--- config.mk ---
export PLATFORM = sky130hd
export DESIGN_NAME = speicher_schnittstelle
export DESIGN_NICKNAME = d
export VERILOG_FILES = /design/src/rtl/speicher_schnittstelle.sv
export SDC_FILE = /design/constraint.sdc
export NUM_CORES = 1
export LEC_CHECK = 0
export CAP_MARGIN = 30
export CORE_ASPECT_RATIO = 1.2
export CORE_MARGIN = 1
export CORE_UTILIZATION = 37
export CTS_CLUSTER_SIZE = 12
export DETAILED_ROUTE_END_ITERATION = 16
export PLACE_DENSITY = 0.77
export SLEW_MARGIN = 25
export SYNTH_ARGS = -nofsm -noshare
export SYNTH_HDL_FRONTEND = slang
export SYNTH_SLANG_ARGS = --single-unit
--- constraint.sdc ---
create_clock -name Clock -period 1.51 [get_ports Clock]
set_input_delay 0.151 -clock Clock [delete_from_list [all_inputs] [get_ports Clock]]
set_output_delay 0.151 -clock Clock [all_outputs]
set_load 0.1 [all_outputs]
--- src/rtl/speicher_schnittstelle.sv ---
// Single-port memory interface: serialises CPU fetch, load and store requests
// onto one memory port and returns one-cycle completion pulses to the CPU.
module speicher_schnittstelle #(
  parameter int ADRESS_BREITE = 26,
  parameter int TIMEOUT       = 255
) (
  input  logic                     Clock,
  input  logic                     Reset,
  input  logic [31:0]              InstruktionAdresse,
  input  logic                     LeseInstruktion,
  output logic [31:0]              Instruktion,
  output logic                     InstruktionGeladen,
  input  logic [31:0]              DatenAdresse,
  input  logic [31:0]              DatenVonCPU,
  input  logic                     LeseDaten,
  input  logic                     SchreibeDaten,
  output logic [31:0]              DatenRein,
  output logic                     DatenGeladen,
  output logic                     DatenGespeichert,
  output logic [ADRESS_BREITE-1:0] SpeicherAdresse,
  output logic [31:0]              SpeicherDatenRaus,
  output logic                     SpeicherSchreiben,
  output logic                     SpeicherAnfrage,
  input  logic [31:0]              SpeicherDatenRein,
  input  logic                     SpeicherBereit,
  output logic                     Fehler
);

  typedef enum logic [2:0] {
    IDLE      = 3'd0,
    INSTR     = 3'd1,
    LESEN     = 3'd2,
    SCHREIBEN = 3'd3,
    FERTIG    = 3'd4
  } zustand_t;

  localparam logic [7:0] TIMEOUT_GRENZE = 8'(TIMEOUT);
  localparam bit         TIMEOUT_AKTIV  = (TIMEOUT != 0);

  zustand_t    zustand;
  logic [7:0]  zaehler;
  logic        beschaeftigt;
  logic        abschluss;
  logic        abbruch;
  logic [31:0] lese_wert;

  // Only the low address bits are forwarded to the memory.
  logic unused_adress_bits;
  assign unused_adress_bits = ^{InstruktionAdresse, DatenAdresse};

  // Memory handshake: SpeicherAnfrage is held with stable address/data/type
  // until a cycle with SpeicherBereit=1; Bereit is ignored while Anfrage=0.
  always_comb begin
    beschaeftigt = (zustand == INSTR) || (zustand == LESEN) || (zustand == SCHREIBEN);
    abbruch      = 1'b0;
    abschluss    = 1'b0;
    lese_wert    = SpeicherDatenRein;
    if (beschaeftigt) begin
      if (SpeicherBereit) begin
        abschluss = 1'b1;
      end else if (TIMEOUT_AKTIV && (zaehler == TIMEOUT_GRENZE)) begin
        abschluss = 1'b1;
        abbruch   = 1'b1;
        lese_wert = 32'h0000_0000;
      end
    end
  end

  always_ff @(posedge Clock) begin
    if (Reset) begin
      zustand            <= IDLE;
      zaehler            <= 8'd0;
      SpeicherAnfrage    <= 1'b0;
      SpeicherSchreiben  <= 1'b0;
      SpeicherAdresse    <= '0;
      SpeicherDatenRaus  <= 32'h0;
      Instruktion        <= 32'h0;
      DatenRein          <= 32'h0;
      InstruktionGeladen <= 1'b0;
      DatenGeladen       <= 1'b0;
      DatenGespeichert   <= 1'b0;
      Fehler             <= 1'b0;
    end else begin
      InstruktionGeladen <= 1'b0;
      DatenGeladen       <= 1'b0;
      DatenGespeichert   <= 1'b0;
      case (zustand)
        IDLE: begin
          zaehler <= 8'd0;
          if (SchreibeDaten) begin
            zustand           <= SCHREIBEN;
            SpeicherAnfrage   <= 1'b1;
            SpeicherSchreiben <= 1'b1;
            SpeicherAdresse   <= DatenAdresse[ADRESS_BREITE-1:0];
            SpeicherDatenRaus <= DatenVonCPU;
            // Load and store together is a CPU protocol error; the store wins.
            if (LeseDaten) Fehler <= 1'b1;
          end else if (LeseDaten) begin
            zustand           <= LESEN;
            SpeicherAnfrage   <= 1'b1;
            SpeicherSchreiben <= 1'b0;
            SpeicherAdresse   <= DatenAdresse[ADRESS_BREITE-1:0];
          end else if (LeseInstruktion) begin
            zustand           <= INSTR;
            SpeicherAnfrage   <= 1'b1;
            SpeicherSchreiben <= 1'b0;
            SpeicherAdresse   <= InstruktionAdresse[ADRESS_BREITE-1:0];
          end
        end
        INSTR, LESEN, SCHREIBEN: begin
          if (abschluss) begin
            zustand         <= FERTIG;
            SpeicherAnfrage <= 1'b0;
            if (abbruch) Fehler <= 1'b1;
            case (zustand)
              INSTR: begin
                Instruktion        <= lese_wert;
                InstruktionGeladen <= 1'b1;
              end
              LESEN: begin
                DatenRein    <= lese_wert;
                DatenGeladen <= 1'b1;
              end
              default: DatenGespeichert <= 1'b1;
            endcase
          end else begin
            zaehler <= zaehler + 8'd1;
          end
        end
        FERTIG:  zustand <= IDLE;
        default: zustand <= IDLE;
      endcase
    end
  end

endmodule

# After elaboration in Yosys (flattened, before gate mapping)
# Index checks and enable logic that the tools add are counted.
# classes
eq_ne	10
n_reduce_logical	16
n_mux	34
bitwise_logic	2
n_addsub	1
# ops
operator	count
$mux W32	3
$mux W26	3
$mux W1	19
$pmux W8 S2	1
$mux W3	4
$ne A2 B2 Y1 const B	5
$reduce_and A3 Y1	3
$add A8 B1 Y8 const B	1
$eq A8 B8 Y1 const B	1
$mux W8	1
$reduce_and A2 Y1	4
$eq A3 B2 Y1 const B	2
$pmux W3 S2	1
$reduce_or A3 Y1	2
$reduce_and A5 Y1	1
$ne A4 B4 Y1 const B	1
$pmux W1 S2	2
$eq A3 B1 Y1 const B	1
$logic_not A3 Y1	1
$reduce_bool A3 Y1	1
$logic_or A1 B1 Y1	2
$not A1 Y1	2
$reduce_bool A2 Y1	1
$reduce_or A2 Y1	1
# word_totals
regBits	139
wordCells	75
in_bits	134
out_inout_bits	128

# Logic depth before layout (Yosys ltp)
# depth
word_depth	7
mapped_depth	7
ltp_nobuf	5

# Worst setup path after synthesis
# Ideal clock, no wire load.
# synth_timing
path_kind	reg-to-reg
start	register zaehler[0]
end	register Instruktion[0]
setup_ns	0.126
slack_ns	-0.067
stages_incl_launch_ff	7
arrival_time_ns	1.451
required_time_ns	1.384
n_path_buf	1
synth_period_minus_slack_ns	1.577
cell_sequence	dfxtp_1 > ha_1 > nand3_1 > o21ai_2 > nand2_1 > buf_2 > mux2i_1
# synth_via
elab_chain_cells	5
elab_cells_between_ends	8
cone_classes	eq/ne: 1; mux: 6; reduce/logical: 1
# synth_lines
item	line	rtl
start: declaration	41	logic [7:0] zaehler;
start signal: assignment	127	zaehler <= zaehler + 8'd1;
$eq A8 B8 Y1 *	61	end else if (TIMEOUT_AKTIV && (zaehler == TIMEOUT_GRENZE)) begin
$mux W1	61	
$mux W1	59	if (SpeicherBereit) begin
$mux W1	58	if (beschaeftigt) begin
$reduce_and A3 Y1 (no line)	--	
end signal: assignment	117	Instruktion <= lese_wert;
end: declaration	11	output logic [31:0] Instruktion,
# Every way passes the cells marked *; elsewhere a longest branch is shown, timed or not.
# A chain may end at the register's enable or synchronous reset.

# Worst setup path in the final report
# layout_timing
start	register zaehler[1]
end	register DatenRein[31]
# layout_via
elab_chain_cells	5
elab_cells_between_ends	8
cone_classes	eq/ne: 1; mux: 6; reduce/logical: 1
# layout_lines
item	line	rtl
$eq A8 B8 Y1 *	61	
$mux W1	61	
$mux W1	59	
$mux W1	58	
$reduce_and A3 Y1 (no line)	--	
end signal: assignment	121	DatenRein <= lese_wert;
end: declaration	17	output logic [31:0] DatenRein,
# Marked as above.

==> summary.txt <==
Worst hold slack across all endpoints = 125 ps
Relative slew slack = 69.2%
Worst flop-to-flop path startpoint = zaehler[1]
Seq/Total Area, Yosys = 49.1%
Vias per inst = 4.83
Post-synthesis instance total = 581
Total routing resource utilization after global routing = 21.2%
Worst clock skew = 10.1 ps
Vias in the first global route = 5131
Clock sink total = 139
Critical path arrival = 1900 ps
Number of enable-type register cells in the synthesized netlist = 0
R2R Setup Slk = -40 ps
Slowest Stage Delay on Critical Path = 330 ps
Residual DRC count = 0
Die ar. = 0.0158 mm2
Synth Register Bits = 139
Most frequent cells in the layout = buf_12 (137), dfxtp_1 (134), clkdlybuf4s50_1 (120)
# nets final = 983
Maximum number of pins on one net before global-route repair = 59
Root buffer cell = clkbuf_16
Worst-skew pair later-pin latency = 420 ps
Number of nets with antenna violations after detailed routing = 0
Maximum ir drop on the vdd rail = 0.855 mV
Gp weighted congestion = 0.767
Count of yosys warnings during synthesis = 0
Layout overhead on the synthesized area = 90.4%
Number of library cell types mapped by synthesis = 45
Antenna diode count = 0
Final HPWL from detailed placement = 12100 um
Worst setup EP type = flop
CTS H-Tree Depth = 4
Net Sw Power = 4.98 mW
Net Count, Synth = 716
Number of hold-slack violations in the final timing report = 0
PD cells = 1280 mW/mm2
CTS tree = built
Row cnt = 49
Total of fill cells in the finished design = 1019
First-pass GRT wire length = 25500 um
Clock Tree Buf Depth = 2
Final period utilization = 103%
Switching share of power = 36.1%
Vias after detailed routing = 5146
Maximum capacitance violations = 0
Setup violation total in the final timing report = 35
Design internal power = 8.81 mW
DRC marker count from the first detailed-route iteration = 211
Beginning of the critical path = zaehler[1]
Number of buffers inserted for hold repair after clock tree synthesis = 0
Number of buffers inserted by port buffering = 249
Share of power burned in registers = 31.2%
Failing checks = negative setup slack
Critical Path Start Type = flop
Starting utilization of the core area = 37.9%
WL/cell = 16.5 um
Cell at the slowest stage of the critical path = dfxtp_2
Type of the most critical hold path = in2reg
Combined area of all synthesized cells = 0.00567 mm2
Minimum clock period = 1550 ps
Part of the power in the clock network = 32.7%
Unrepaired setup endpoints after global routing = yes
Worst path setup slack after routing = -43.6 ps
Clock slew at reported path FFs = 60 ps
Die Span Y = 138 um
Cell chain of the critical path = ha_4 > and3_4 > a41oi_4 > buf_12 > clkbuf_16 > nand2_1 > mux2i_1
Actual slew at the worst max-slew pin = 463 ps
Most common cell after layout, fill and taps aside = buf_12
Leakage = 4.62 nW
Crit Path Class = reg2reg
Highest fanout seen on the critical path = 8
Floorplan die width = 115 um
Top-level port count = 262
First-pass DRT Iterations = 6
Floorplan Core Area = 0.0150 mm2
Max-slew violation count = 0
Path depth of the worst reg2reg path = 7
Count of buffering cells on the critical path with inverters included = 2
Timing-limited maximum frequency = 0.644 GHz
Required time at the worst-slack endpoint = 1850 ps
Fraction of final layout cells with drive strength greater than 1 = 31.0%
Post-Synthesis Mean Instance Area = 9.76 um2
Worst r2r dst = DatenRein[31]
Cell count along the critical path = 7
Combinational group share of total power = 36.1%
Grt ovf = 0
Total clock buffers created by CTS = 17
Family with the most delay on the worst path = flip-flops
Number of antenna violations at the first check in global routing = 0
Routed wire length = 17500 um
Post-synth ARST share = 0%
Run status = finished, violations left
Ys flop type = dfxtp_1
Setup TNS = -690 ps
Worst setup path endpoint = DatenRein[31]
## sequential cells by signal, indices dropped and copies added, names as in the netlist
| register | flops |
|---|---|
| SpeicherAnfrage | 1 |
| Instruktion | 32 |
| zaehler | 8 |
| SpeicherAdresse | 26 |
| Fehler | 1 |
| DatenGespeichert | 1 |
| DatenRein | 32 |
| SpeicherSchreiben | 1 |
| DatenGeladen | 1 |
| zustand | 3 |
| InstruktionGeladen | 1 |
| SpeicherDatenRaus | 32 |
## routing by layer
layer / share of wire (%) / track usage (%)
met1: 37 / 20.8
met2: 51 / 38.3
met3: 11 / 10.4
met4: 1.5 / 7.65
met5: 0 / 0
## area by class of cell
| class | instances | area, um2 | area share (%) |
|---|---|---|---|
| clock inverter | 12 | 185 | 1.72 |
| clock buffer | 20 | 457 | 4.23 |
| multi-input combinational | 399 | 2840 | 26.3 |
| tap | 204 | 255 | 2.36 |
| inverter | 2 | 7.51 | 0.0695 |
| sequential | 139 | 2790 | 25.9 |
| timing repair buffer | 289 | 4260 | 39.4 |
## worst min-delay path by stage
stage,slack (ps),to,from,depth (start not counted)
after floorplan,290,SpeicherDatenRaus[0],DatenVonCPU[0],2
after CTS,110,zaehler[6],Reset,3
after detailed placement,490,SpeicherDatenRaus[31],SpeicherDatenRaus[31],2
after global placement,480,SpeicherDatenRaus[4],SpeicherDatenRaus[4],2
after global routing,130,zaehler[6],Reset,3
final,130,zaehler[6],Reset,3
## power groups by stage
stage          combinational (mW)  sequential, mW  clock, mW
2_1_floorplan               0.955            6.27          0
3_3_place_gp                 4.80            4.36          0
3_5_place_dp                 4.85            4.38          0
4_1_cts                      4.89            4.31       4.59
5_1_grt                      5.16            4.34       4.76
6_report                     4.98            4.30       4.51
## worst min-delay path, delay by kind of cell
family / cells / cell delay, ps
buffers and inverters: 1 / 160
and+or+nand+nor: 1 / 120
muxes: 1 / 50
## cells in the mapped netlist, types with 3 or more instances
master,count,area share (%)
a211oi_1,5,0.66
a211oi_2,23,5.1
a21boi_1,3,0.40
a21oi_1,37,3.3
and2_1,3,0.33
buf_2,20,1.8
buf_4,4,0.53
clkbuf_1,15,0.99
dfxtp_1,139,49
mux2i_1,91,16
nand2_1,101,6.7
nand2b_1,65,7.2
nand3_1,4,0.35
nand4_1,3,0.33
nor2_1,30,2.0
o31ai_1,3,0.40
## logic make-up after synthesis
family                     after synthesis  synth area share, %
adders and majority gates                1                0.221
muxes                                   91                 16.1
xor gates and xnor gates                 1                0.154
buffers and inverters                   43                 3.55
AOI/OAI and AO/OA                       83                 11.9
and+or+nand+nor                        223                 19.1
DFF                                    139                 49.1
## repair_timing
item | 4_1_cts | 5_1_grt
setup endpoints to repair | 74 | 86
gates cloned | 1 | 4
buffers inserted | 3 | 2
pin swaps | 2 | 7
resized for setup | 13 | 35
## through the flow
step	util (%)	total power [mW]	cells	instance area (um2)	setup slack, ps
finish	72.2	13.8	1065	10800	-43.6
global route	72.2	14.3	1065	10800	-87.5
CTS	70.8	13.8	1060	10600	-24.2
detailed placement	65.8	9.22	1024	9840	-155
global placement	65.8	9.16	1024	9840	-98.4
floorplan	-	7.22	581	5690	7.34
No activity file was read; power rests on OpenSTA's default activity.
